--- config.mk ---
export PLATFORM = sky130hd
export DESIGN_NAME = ahb_slave_interface
export DESIGN_NICKNAME = d
export VERILOG_FILES = /design/src/rtl/ahb_slave_interface.sv
export SDC_FILE = /design/constraint.sdc
export NUM_CORES = 1
export LEC_CHECK = 0
export BUFFER_PORTS_ARGS = -buffer_cell sky130_fd_sc_hd__buf_2
export CORE_MARGIN = 4
export CORE_UTILIZATION = 46
export CTS_BUF_LIST = sky130_fd_sc_hd__clkbuf_4
export DETAILED_ROUTE_END_ITERATION = 7
export HOLD_SLACK_MARGIN = 0.05
export PLACE_DENSITY = 0.83
export SYNTH_ARGS = -nofsm -noshare
export SYNTH_HDL_FRONTEND = slang
export SYNTH_SLANG_ARGS = --single-unit
--- constraint.sdc ---
create_clock -name Hclk -period 1.6 [get_ports Hclk]
set_input_delay 0.32 -clock Hclk [delete_from_list [all_inputs] [get_ports Hclk]]
set_output_delay 0.32 -clock Hclk [all_outputs]
set_load 0.02 [all_outputs]
--- src/rtl/ahb_slave_interface.sv ---
// AHB slave front end of the AHB-to-APB bridge.
// Decodes the APB peripheral and qualifies transfers. Address, write data and
// direction are delayed through a two-stage pipeline. Hreadyout/Hresp carry
// the AHB response.
// Optional feature macro: AHB_SLV_ERR_RESP_EN. When it is defined, unmapped
// transfers get a two-cycle ERROR response. When it is undefined, they are
// silently dropped.
module ahb_slave_interface #(
  parameter logic [31:0] SLV0_BASE   = 32'h8000_0000,
  parameter logic [31:0] SLV1_BASE   = 32'h8400_0000,
  parameter logic [31:0] SLV2_BASE   = 32'h8800_0000,
  parameter logic [31:0] REGION_MASK = 32'hFC00_0000
) (
  input  logic        Hclk,
  input  logic        Hreset,
  input  logic [31:0] Haddr,
  input  logic [31:0] Hwdata,
  input  logic        Hwrite,
  input  logic        Hreadyin,
  input  logic [1:0]  Htrans,
  input  logic        apb_ready,
  input  logic [31:0] Prdata,
  output logic        valid,
  output logic [31:0] Haddr1,
  output logic [31:0] Haddr2,
  output logic [31:0] Hwdata1,
  output logic [31:0] Hwdata2,
  output logic        Hwritereg,
  output logic        Hwritereg1,
  output logic [2:0]  tempselx,
  output logic        Hreadyout,
  output logic [1:0]  Hresp,
  output logic [31:0] Hrdata
);

  localparam logic [1:0] TR_NONSEQ = 2'b10;
  localparam logic [1:0] TR_SEQ    = 2'b11;

  logic        xfer;
  logic        mapped;
  logic        addr_ok;  // the current cycle is a legal address-phase sample point

  logic [31:0] haddr1_q, haddr1_d, haddr2_q, haddr2_d;
  logic [31:0] hwdata1_q, hwdata1_d, hwdata2_q, hwdata2_d;
  logic        hwrite1_q, hwrite1_d, hwrite2_q, hwrite2_d;

  // Region decode of the current address into a one-hot peripheral select
  always_comb begin
    tempselx = 3'b000;
    if ((Haddr & REGION_MASK) == SLV0_BASE)      tempselx = 3'b001;
    else if ((Haddr & REGION_MASK) == SLV1_BASE) tempselx = 3'b010;
    else if ((Haddr & REGION_MASK) == SLV2_BASE) tempselx = 3'b100;
  end

  assign mapped = |tempselx;
  assign xfer   = (Htrans == TR_NONSEQ) || (Htrans == TR_SEQ);
  assign valid  = !Hreset && Hreadyin && xfer && mapped && addr_ok;
  assign Hrdata = Prdata;

  // Pipeline advances only on accepted cycles and holds while Hreadyin is low
  always_comb begin
    haddr1_d  = haddr1_q;
    haddr2_d  = haddr2_q;
    hwdata1_d = hwdata1_q;
    hwdata2_d = hwdata2_q;
    hwrite1_d = hwrite1_q;
    hwrite2_d = hwrite2_q;
    if (Hreadyin) begin
      haddr1_d  = Haddr;
      haddr2_d  = haddr1_q;
      hwdata1_d = Hwdata;
      hwdata2_d = hwdata1_q;
      hwrite1_d = Hwrite;
      hwrite2_d = hwrite1_q;
    end
  end

  // Pipeline registers with synchronous clear
  always_ff @(posedge Hclk) begin
    if (Hreset) begin
      haddr1_q  <= '0;
      haddr2_q  <= '0;
      hwdata1_q <= '0;
      hwdata2_q <= '0;
      hwrite1_q <= 1'b0;
      hwrite2_q <= 1'b0;
    end else begin
      haddr1_q  <= haddr1_d;
      haddr2_q  <= haddr2_d;
      hwdata1_q <= hwdata1_d;
      hwdata2_q <= hwdata2_d;
      hwrite1_q <= hwrite1_d;
      hwrite2_q <= hwrite2_d;
    end
  end

  assign Haddr1     = haddr1_q;
  assign Haddr2     = haddr2_q;
  assign Hwdata1    = hwdata1_q;
  assign Hwdata2    = hwdata2_q;
  assign Hwritereg  = hwrite1_q;
  assign Hwritereg1 = hwrite2_q;

`ifdef AHB_SLV_ERR_RESP_EN
  typedef enum logic [1:0] {ST_IDLE, ST_ERR1, ST_ERR2} state_e;
  state_e state_q, state_d;
  logic   bad_xfer;

  assign bad_xfer = Hreadyin && Htrans[1] && !mapped;

  // Error FSM state register
  always_ff @(posedge Hclk) begin
    if (Hreset) state_q <= ST_IDLE;
    else        state_q <= state_d;
  end

  // Next state: an unmapped transfer starts the two-cycle ERROR response,
  // and a back-to-back unmapped transfer sampled in ERR2 restarts it
  always_comb begin
    state_d = state_q;
    case (state_q)
      ST_IDLE: if (bad_xfer) state_d = ST_ERR1;
      ST_ERR1: state_d = ST_ERR2;
      ST_ERR2: state_d = bad_xfer ? ST_ERR1 : ST_IDLE;
      default: state_d = ST_IDLE;
    endcase
  end

  // Response outputs decoded from state
  always_comb begin
    Hreadyout = apb_ready;
    Hresp     = 2'b00;
    addr_ok   = 1'b1;
    case (state_q)
      ST_ERR1: begin
        Hreadyout = 1'b0;
        Hresp     = 2'b01;
        addr_ok   = 1'b0;
      end
      ST_ERR2: begin
        Hreadyout = 1'b1;
        Hresp     = 2'b01;
      end
      default: ;
    endcase
  end
`else
  // With no error response, unmapped transfers are just never qualified
  always_comb begin
    Hreadyout = apb_ready;
    Hresp     = 2'b00;
    addr_ok   = 1'b1;
  end
`endif

endmodule

==> results.sh <==
export IMPL_fin_crit_sh_pct=103
export IMPL_crit_type="in2out"
export IMPL_port_buffers=202
export IMPL_synth_distinct_cells=14
export IMPL_cpPeakStageDelay_ns=0.57
export IMPL_coreArea_um2=10400
export IMPL_nFillCells=816
export IMPL_clock_sinks=130
export IMPL_synth_area_top_cells="dfxtp_1, mux2i_1, nor2_1, buf_4, buf_6"
export IMPL_ir_drop_mv=0.668
export IMPL_relSlewSlack_pct=61.0
export IMPL_dp_hpwl_mm=7.87
export IMPL_pin_count=272
export IMPL_die_h_um=111
export IMPL_cts_max_path_buffers=2
export IMPL_dieWidth_um=111
export IMPL_fin_ws_ns=-0.0504
export IMPL_power_share_clock_pct=33.0
export IMPL_yosys_warnings=0
export IMPL_synthCells=462
export IMPL_max_freq_mhz=606
export IMPL_clock_latency_ns=0.51
export IMPL_first_pass_iters=4
export IMPL_intPower_w=0.00491
export IMPL_syn_to_final_growth_pct=35.2
export IMPL_grt_pass1_wl_mm=20.3
export IMPL_htreeDepth=4
export IMPL_hold_viol_final=0
export IMPL_worstHoldPathType="in2reg"
export IMPL_gp_congestion=0.815
export IMPL_min_period_ns=1.65
export IMPL_cts_buffers=17
export IMPL_ant_nets=0
export IMPL_leakage_nw=3.49
export IMPL_critPathLaunchType="input pin"
export IMPL_finClkSkew_ns=0.0112
export IMPL_wirelength_mm=12.6
export IMPL_grt_antenna_before_repair=1
export IMPL_worstPathArrival_ns=1.33
export IMPL_synth_area_um2=4920
export IMPL_r2r_slack_ns=0.87
export IMPL_switching_share_pct=26.8
export IMPL_tritoncts="built"
export IMPL_layout_commonest_cell="buf_2"
export IMPL_cap_violations=0
export IMPL_top_layer="met5"
export IMPL_critPathMaxFanout=4
export IMPL_slowest_stage="or4b_4"
export IMPL_crit_buf_inv=2
export IMPL_grt_usage_pct=20.2
export IMPL_violations="setup timing"
export IMPL_clkTransAtPathRegs_ns=0.10
export IMPL_cp_top_family="simple AND/OR/NAND/NOR gates"
export IMPL_grt_pass1_vias=4095
export IMPL_combPwrFrac_pct=14.8
export IMPL_num_nets_final=789
export IMPL_layout_drive_gt1_share_pct=34.5
export IMPL_tightest_slew_ns=0.586
export IMPL_overflow=0
export IMPL_avgSynthCellArea_um2=10.6
export IMPL_wl_per_cell_um=15.1
export IMPL_post_synth_top_area_cell="dfxtp_1"
export IMPL_drt_met1_wl_mm=4.75
export IMPL_drt_iter0_drc=211
export IMPL_setup_viol=3
export IMPL_tns_ns=-0.129
export IMPL_antenna_cells=0
export IMPL_status="finished with violations"
export IMPL_mostFrequentLayoutCells="buf_2, dfxtp_1, mux2i_1, nor2_1, dlygate4sd3_1"
export IMPL_fin_area_um2=6650
export IMPL_power_density_nw_per_um2=1010
export IMPL_rows=37
export IMPL_grt_max_degree=131
export IMPL_die_area_um2=12400
export IMPL_wl_met3_mm=1.15
export IMPL_p_sw_w=0.00180
export IMPL_synth_seq_area_share_pct=52.9
export IMPL_drc=0
export IMPL_placed_cell_area_um2=5730
export IMPL_synth_top_area_share_pct=52.9
export IMPL_routed_via_count=4007
export IMPL_start_util_pct=47.4
export IMPL_rsz0062_at_grt="true"
export IMPL_maxSlewViolCount=0
export IMPL_critPathRequiredTime_ns=1.28
export IMPL_cts_root_buf="clkbuf_4"
export IMPL_cp_cell_sequence="buf_6 -> or4b_4 -> nor3b_2 -> buf_4"
export IMPL_p_seq_share_pct=52.2
export IMPL_end_kind="output port"
export IMPL_vias_per_cell=4.80
export IMPL_wl_met2_mm=6.29
export IMPL_ys_ff_latch=130
==> tightest hold or removal path, stage by stage <==
cell and delay (ns):
buf_2 0.14, mux2i_1 0.08, nor2_1 0.07
==> layer usage <==
metal	GRT usage, %	up-vias
met5	0	-
met4	10.3	2
met3	7.99	40
met2	34.3	192
met1	21.9	1828
li1	-	1945
==> state kept, by name, indices dropped and copies added (netlist names) <==
name	cells
Haddr1	32
Hwdata1	32
Hwdata2	32
Hwritereg1	1
Haddr2	32
Hwritereg	1
==> path summary, 6_finish.rpt <==
path              depth (start not counted)               startpoint                      end
hold reg to reg                           2  Haddr2[27]$_SDFFE_PP0P_  Haddr2[27]$_SDFFE_PP0P_
setup reg to reg                          2   Haddr1[0]$_SDFFE_PP0P_   Haddr2[0]$_SDFFE_PP0P_
setup / recovery                          4                Haddr[29]              tempselx[2]
hold / removal                            3                Haddr[27]  Haddr1[27]$_SDFFE_PP0P_
==> cell type report <==
class | count | area (µm²) | area share, %
clock buffers | 18 | 135 | 2.03
clock inverters | 14 | 145 | 2.18
well taps | 136 | 170 | 2.56
multi-input cells | 268 | 1870 | 28.1
flip-flops and latches | 130 | 2600 | 39.1
repair buffers | 269 | 1730 | 26.0
==> Yosys cell counts <==
master / instances
dfxtp_1: 130
mux2i_1: 130
nor2_1: 130
buf_4: 36
clkbuf_1: 10
buf_6: 9
buf_2: 8
buf_1: 2
nor3b_2: 2
a211oi_2: 1
conb_1: 1
nand3b_1: 1
nor3_1: 1
or4b_4: 1
==> stage by stage <==
stage / worst slack, ns / util [%] / total power, W / hold WS, ns / instances
after global placement: -0.120 / 55.2 / 0.00439 / 0.468 / 740
after global routing: -0.0765 / 64.1 / 0.00703 / 0.0975 / 835
after CTS: -0.0521 / 64.0 / 0.00676 / 0.0581 / 834
after detailed placement: -0.135 / 55.2 / 0.00443 / 0.473 / 740
after floorplan: -0.000750 / - / 0.00424 / 0.467 / 463
final: -0.0504 / 64.1 / 0.00670 / 0.140 / 835
==> power groups by stage <==
stage          Clock [W]  Sequential [W]  Combinational (W)
6_report         0.00221         0.00350           0.000992
5_1_grt          0.00243         0.00352            0.00107
4_1_cts          0.00229         0.00349           0.000984
3_5_place_dp           0         0.00356           0.000864
3_3_place_gp           0         0.00355           0.000843
2_1_floorplan          0         0.00374           0.000505
==> what timing repair did <==
item,4_1_cts,5_1_grt
pin swaps,2,0
setup buffers,1,1
endpoints found under the hold margin,61,0
hold buffers,61,0
gates resized for setup,4,1
endpoints found under the setup margin,4,4
==> cells by family after synthesis <==
group           synth area share [%]
compound gates                 0.254
buf+inv                         9.29
flops                           52.9
mux                             26.5
other cells                   0.0763
simple gates                    11.0
Power figures use the tool's default switching activity.
